===== src/rtl/mult_pkg.sv =====
// Shared types and width helpers for the sequential shift-add multiplier.
package mult_pkg;

    typedef enum logic [1:0] {
        IDLE,
        CALC,
        DONE
    } state_e;

    // Operating modes of mult_sign_fix.
    localparam logic MODE_ABS = 1'b0;
    localparam logic MODE_NEG = 1'b1;

    function automatic int prod_width(input int w);
        return 2 * w;
    endfunction

    function automatic int cnt_width(input int w);
        return (w < 2) ? 1 : $clog2(w);
    endfunction

endpackage


===== src/rtl/mult_sign_fix.sv =====
// Combinational sign helper: magnitude of a WIDTH-bit signed value, or
// conditional negation of a 2*WIDTH-bit value, selected by mode.
module mult_sign_fix
    import mult_pkg::*;
#(
    parameter int WIDTH = 4
) (
    input  logic                 mode,
    input  logic                 en,
    input  logic [2*WIDTH-1:0]   din,
    output logic [2*WIDTH-1:0]   dout
);

    // NOTE: every output of a combinational block gets a default first, so
    // no path leaves it unassigned and no latch is inferred.
    always_comb begin
        dout = din;
        if (mode == MODE_ABS) begin
            dout = {{WIDTH{1'b0}}, din[WIDTH-1:0]};
            // The most-negative value maps to 2^(WIDTH-1), still exact unsigned.
            if (en && din[WIDTH-1]) begin
                dout[WIDTH-1:0] = -din[WIDTH-1:0];
            end
        end else if (en) begin
            dout = -din;
        end
    end

endmodule


===== src/rtl/shift_add_multiplier.sv =====
// Radix-2 shift-add WIDTH x WIDTH multiplier, unsigned or signed, with
// valid/ready handshakes on operands and product.
module shift_add_multiplier
    import mult_pkg::*;
#(
    parameter int WIDTH = 4
) (
    input  logic                        clk,
    input  logic                        rst,
    input  logic                        in_valid,
    output logic                        in_ready,
    input  logic [WIDTH-1:0]            inp1,
    input  logic [WIDTH-1:0]            inp2,
    input  logic                        is_signed,
    output logic                        out_valid,
    input  logic                        out_ready,
    output logic [prod_width(WIDTH)-1:0] product,
    output logic                        busy
);

    localparam int PW = prod_width(WIDTH);
    localparam int CW = cnt_width(WIDTH);

    state_e            state;
    logic [PW:0]       pair;
    logic [WIDTH-1:0]  mcand;
    logic [CW-1:0]     cnt;
    logic              neg_q;
    logic              signed_q;

    logic [PW-1:0]     mag1_w;
    logic [PW-1:0]     mag2_w;
    logic [PW-1:0]     res_w;
    logic [WIDTH:0]    sum_hi;
    logic [PW:0]       acc_next;

    mult_sign_fix #(.WIDTH(WIDTH)) u_mag1 (
        .mode (MODE_ABS),
        .en   (is_signed),
        .din  ({{WIDTH{1'b0}}, inp1}),
        .dout (mag1_w)
    );

    mult_sign_fix #(.WIDTH(WIDTH)) u_mag2 (
        .mode (MODE_ABS),
        .en   (is_signed),
        .din  ({{WIDTH{1'b0}}, inp2}),
        .dout (mag2_w)
    );

    mult_sign_fix #(.WIDTH(WIDTH)) u_neg (
        .mode (MODE_NEG),
        .en   (signed_q & neg_q),
        .din  (acc_next[PW-1:0]),
        .dout (res_w)
    );

    // Upper accumulator bits hold the partial sum; lower bits the multiplier.
    always_comb begin
        sum_hi = pair[PW:WIDTH];
        if (pair[0]) begin
            sum_hi = pair[PW:WIDTH] + {1'b0, mcand};
        end
        acc_next = {sum_hi, pair[WIDTH-1:0]} >> 1;
    end

    // Magnitude upper halves and the shifted-in top bit are always zero.
    logic unused_bits;
    assign unused_bits = ^{mag1_w[PW-1:WIDTH], acc_next[PW]};

    // NOTE: sequential state uses non-blocking assignments only, so every
    // register samples pre-edge values regardless of statement order.
    always_ff @(posedge clk) begin
        if (rst) begin
            state     <= IDLE;
            in_ready  <= 1'b1;
            out_valid <= 1'b0;
            busy      <= 1'b0;
            product   <= '0;
            pair      <= '0;
            cnt       <= '0;
            mcand     <= '0;
            neg_q     <= 1'b0;
            signed_q  <= 1'b0;
        end else begin
            case (state)
                IDLE: begin
                    if (in_valid) begin
                        signed_q <= is_signed;
                        neg_q    <= is_signed & (inp1[WIDTH-1] ^ inp2[WIDTH-1]);
                        mcand    <= mag1_w[WIDTH-1:0];
                        pair     <= {1'b0, mag2_w};
                        cnt      <= '0;
                        state    <= CALC;
                        in_ready <= 1'b0;
                        busy     <= 1'b1;
                    end
                end
                CALC: begin
                    pair <= acc_next;
                    cnt  <= cnt + CW'(1);
                    if (cnt == CW'(WIDTH - 1)) begin
                        product   <= res_w;
                        state     <= DONE;
                        out_valid <= 1'b1;
                    end
                end
                DONE: begin
                    if (out_ready) begin
                        state     <= IDLE;
                        out_valid <= 1'b0;
                        busy      <= 1'b0;
                        in_ready  <= 1'b1;
                    end
                end
                default: begin
                    state     <= IDLE;
                    out_valid <= 1'b0;
                    busy      <= 1'b0;
                    in_ready  <= 1'b1;
                end
            endcase
        end
    end

endmodule


===== config.mk =====
export PLATFORM = sky130hd
export DESIGN_NAME = shift_add_multiplier
export DESIGN_NICKNAME = d
export VERILOG_FILES = /design/src/rtl/mult_pkg.sv /design/src/rtl/mult_sign_fix.sv /design/src/rtl/shift_add_multiplier.sv
export SDC_FILE = /design/constraint.sdc
export NUM_CORES = 1
export LEC_CHECK = 0
export ABC_AREA = 1
export BUFFER_PORTS_ARGS = -buffer_cell sky130_fd_sc_hd__buf_4
export CAP_MARGIN = 20
export CORE_ASPECT_RATIO = 1.25
export CORE_MARGIN = 1.5
export CORE_UTILIZATION = 30
export DETAILED_ROUTE_END_ITERATION = 7
export GPL_TIMING_DRIVEN = 0
export PLACE_DENSITY_LB_ADDON = 0.25
export SYNTH_ARGS = -nofsm -noshare
export SYNTH_HDL_FRONTEND = slang
export SYNTH_SLANG_ARGS = --single-unit

===== constraint.sdc =====
create_clock -name clk -period 3.2 [get_ports clk]
set_clock_uncertainty 0.15 [all_clocks]
set_input_delay 0.16 -clock clk [delete_from_list [all_inputs] [get_ports clk]]
set_output_delay 0.16 -clock clk [all_outputs]
set_load 0.05 [all_outputs]

==> flow_metrics.env <==
export IMPL_grt_max_degree=11
export IMPL_area_growth_pct=20.3
export IMPL_grt_pass1_vias=1382
export IMPL_fp_dieArea_sq_um=6010
export IMPL_grt_overflow_total=0
export IMPL_setup_tns_ns=0
export IMPL_cts_buffers=5
export IMPL_leakagePower_nw=0.953
export IMPL_synth_flop_cell="dfxtp_1"
export IMPL_synth_cells=226
export IMPL_ctsHtreeMaxLevel=2
export IMPL_yosysMostFrequentCell="nand2_1"
export IMPL_grt_pass1_wl_um=6250
export IMPL_synth_compound_area_share_pct=18.2
export IMPL_ioPinCount=24
export IMPL_yosys_area_share_simple_pct=26.1
export IMPL_antenna_left=0
export IMPL_worstPathArrival_ns=2.03
export IMPL_synth_edf_count=0
export IMPL_die_x_um=69.6
export IMPL_drc=0
export IMPL_netlist_top_cells_count="nand2_1, inv_1, dfxtp_1"
export IMPL_post_dp_hpwl_um=2800
export IMPL_peakVddDrop_mv=0.172
export IMPL_cts_root_buffer="clkbuf_8"
export IMPL_power_density_nw_per_um2=420
export IMPL_yosys_area_top_type_share_pct=34.9
export IMPL_max_cap_viol_count=0
export IMPL_nets=278
export IMPL_routabilityCongestion=0.750
export IMPL_worstSetupEndpointType="flip-flop"
export IMPL_synth_mux_area_share_pct=0
export IMPL_tightest_slew_ns=0.531
export IMPL_viasPerCell=4.60
export IMPL_drive_gt1_share_pct=23.3
export IMPL_setup_viol=0
export IMPL_drtIter0Drc=44
export IMPL_drtPass1Iterations=4
export IMPL_hold_viol=0
export IMPL_synth_xor_area_share_pct=1.58
export IMPL_fmax_mhz=499
export IMPL_synth_area_leaders="dfxtp_1, nand2_1, inv_1"
export IMPL_worstPathRequired_ns=3.23
export IMPL_slew_violations=0
export IMPL_startpoint_type="flip-flop"
export IMPL_synth_cell_types=35
export IMPL_cp_max_fo=3
export IMPL_fin_crit_ns=2.00
export IMPL_ys_seq_area_share_pct=34.9
export IMPL_dpl_cell_count=312
export IMPL_num_antenna_cells=0
export IMPL_cts_clk_slew_worst_paths_ns=0.06
export IMPL_synth_nets=248
export IMPL_cts_path_max_buffers=2
export IMPL_avgRoutedWirePerCell_um=11.4
export IMPL_rsz0062_at_grt="false"
export IMPL_outcome="finished, final reports clean"
export IMPL_finalNonFillerCells=321
export IMPL_syn_avg_cell_area_sq_um=7.36
export IMPL_rows=30
export IMPL_globalRouteTotalUtil_pct=13.2
export IMPL_synth_async_reset_ratio_pct=0
export IMPL_worst_skew_pair_late_latency_ns=0.29
export IMPL_hp_class="in -> reg"
export IMPL_synthAdderAreaFrac_pct=7.22
export IMPL_synth_top_family_by_area="simple AND/OR/NAND/NOR gates"
export IMPL_vias=1477
export IMPL_fin_crit_sh_pct=62.6
export IMPL_wirelength_um=3650
export IMPL_synthesis_area_sq_um=1660
export IMPL_hold_slack_ns=0.0284
export IMPL_synth_ff_latch_count=29
export IMPL_fp_coreArea_sq_um=5410
export IMPL_critPathKind="reg -> reg"
export IMPL_cts_resized=0
export IMPL_die_y_um=86.3
export IMPL_slew_headroom_pct=64.6
export IMPL_worstHoldStart="inp1[2]"
export IMPL_start_util_pct=30.8
export IMPL_synth_area_leader_cell="dfxtp_1"
export IMPL_io_buffer_count=22
export IMPL_regToRegStartpoint="pair[4]"
export IMPL_cts_tree="yes"
export IMPL_cts_sinks=29
export IMPL_startpoint="pair[4]"
export IMPL_antenna_found_initial=0
export IMPL_ys_warn_count=0
area by class of cell:
class                      count  area [sq um]
buffer                         7          45.0
tap                           64          80.1
clock buffer                   6          72.6
clock inverter                 2          10.0
sequential                    29           581
multi-input combinational    150           883
timing repair buffer          23           175
inverter                      40           155
fill                         594          3400
placed cells by master, fill, tap and decap left out, types with 5 or more instances in the layout:
| cell | synthesis | final |
|---|---|---|
| nand2_1 | 46 | 46 |
| inv_1 | 32 | 32 |
| dfxtp_1 | 29 | 29 |
| a21oi_1 | 22 | 22 |
| buf_4 | 0 | 22 |
| nor2_1 | 13 | 13 |
| nand3_1 | 8 | 8 |
| ha_1 | 8 | 8 |
| inv_2 | 7 | 7 |
| nand2_2 | 6 | 6 |
| o21ai_1 | 6 | 6 |
| o211ai_1 | 6 | 6 |
| o21ai_0 | 6 | 6 |
| clkbuf_8 | 0 | 5 |
per-layer routing:
metal  GRT usage (%)  vias up  wire length, um
met4            5.77        0               71
met3            3.49        6              126
met2            22.6       30             1770
met1            15.5      656             1690
met5               0        -                0
li1                -      785                -
sequential cells by signal, indices dropped and copies added, names as in the netlist:
register / count
state: 2
cnt: 2
neg_q: 1
mcand: 4
pair: 8
busy: 1
signed_q: 1
out_valid: 1
product: 8
in_ready: 1
critical path, cell delays in order (launching register included):
cell and delay (ns):
dfxtp_1 0.38, ha_1 0.21, fa_1 0.42, inv_1 0.07, nand2_1 0.05, nand2_2 0.09
nand3_2 0.09, nor2_2 0.09, nand3_1 0.09, nand3_1 0.08, nand2_1 0.05, nor2_1 0.08
nor2_1 0.04
power by group:
group	switching [W]	internal, W	leakage, nW
clock network	0.000147	0.000150	0.0450
logic	0.0000958	0.0000592	0.672
registers	0.0000111	0.000376	0.236
final timing paths:
path,endpoint,slack [ns],cells after the start
hold / removal,mcand[2],0.03,3
hold reg to reg,cnt[0],0.31,1
setup / recovery,product[7],1.20,12
setup reg to reg,product[7],1.20,12
metrics by stage:
stage | setup WS [ns] | util [%] | power, W | cell area, sq um
after CTS | 1.18 | 37.0 | 0.000854 | 2000
after detailed placement | 1.21 | 35.3 | 0.000552 | 1910
after global routing | 0.974 | 37.0 | 0.000885 | 2000
final | 1.20 | 37.0 | 0.000840 | 2000
after global placement | 1.23 | 35.3 | 0.000549 | 1910
after floorplan | 1.36 | - | 0.000509 | 1660
cell families after synthesis:
group | after synthesis
AO/OA/AOI/OAI | 51
XOR/XNOR | 3
adder cells (fa/ha/maj) | 9
buffers and inverters | 47
flip-flops | 29
AND/OR/NAND/NOR | 87
timing repair:
action | in CTS | in global routing
hold buffers | 1 | 0
setup buffers | 0 | 0
endpoints found under the hold margin | 1 | 0
Power figures use the tool's default switching activity.
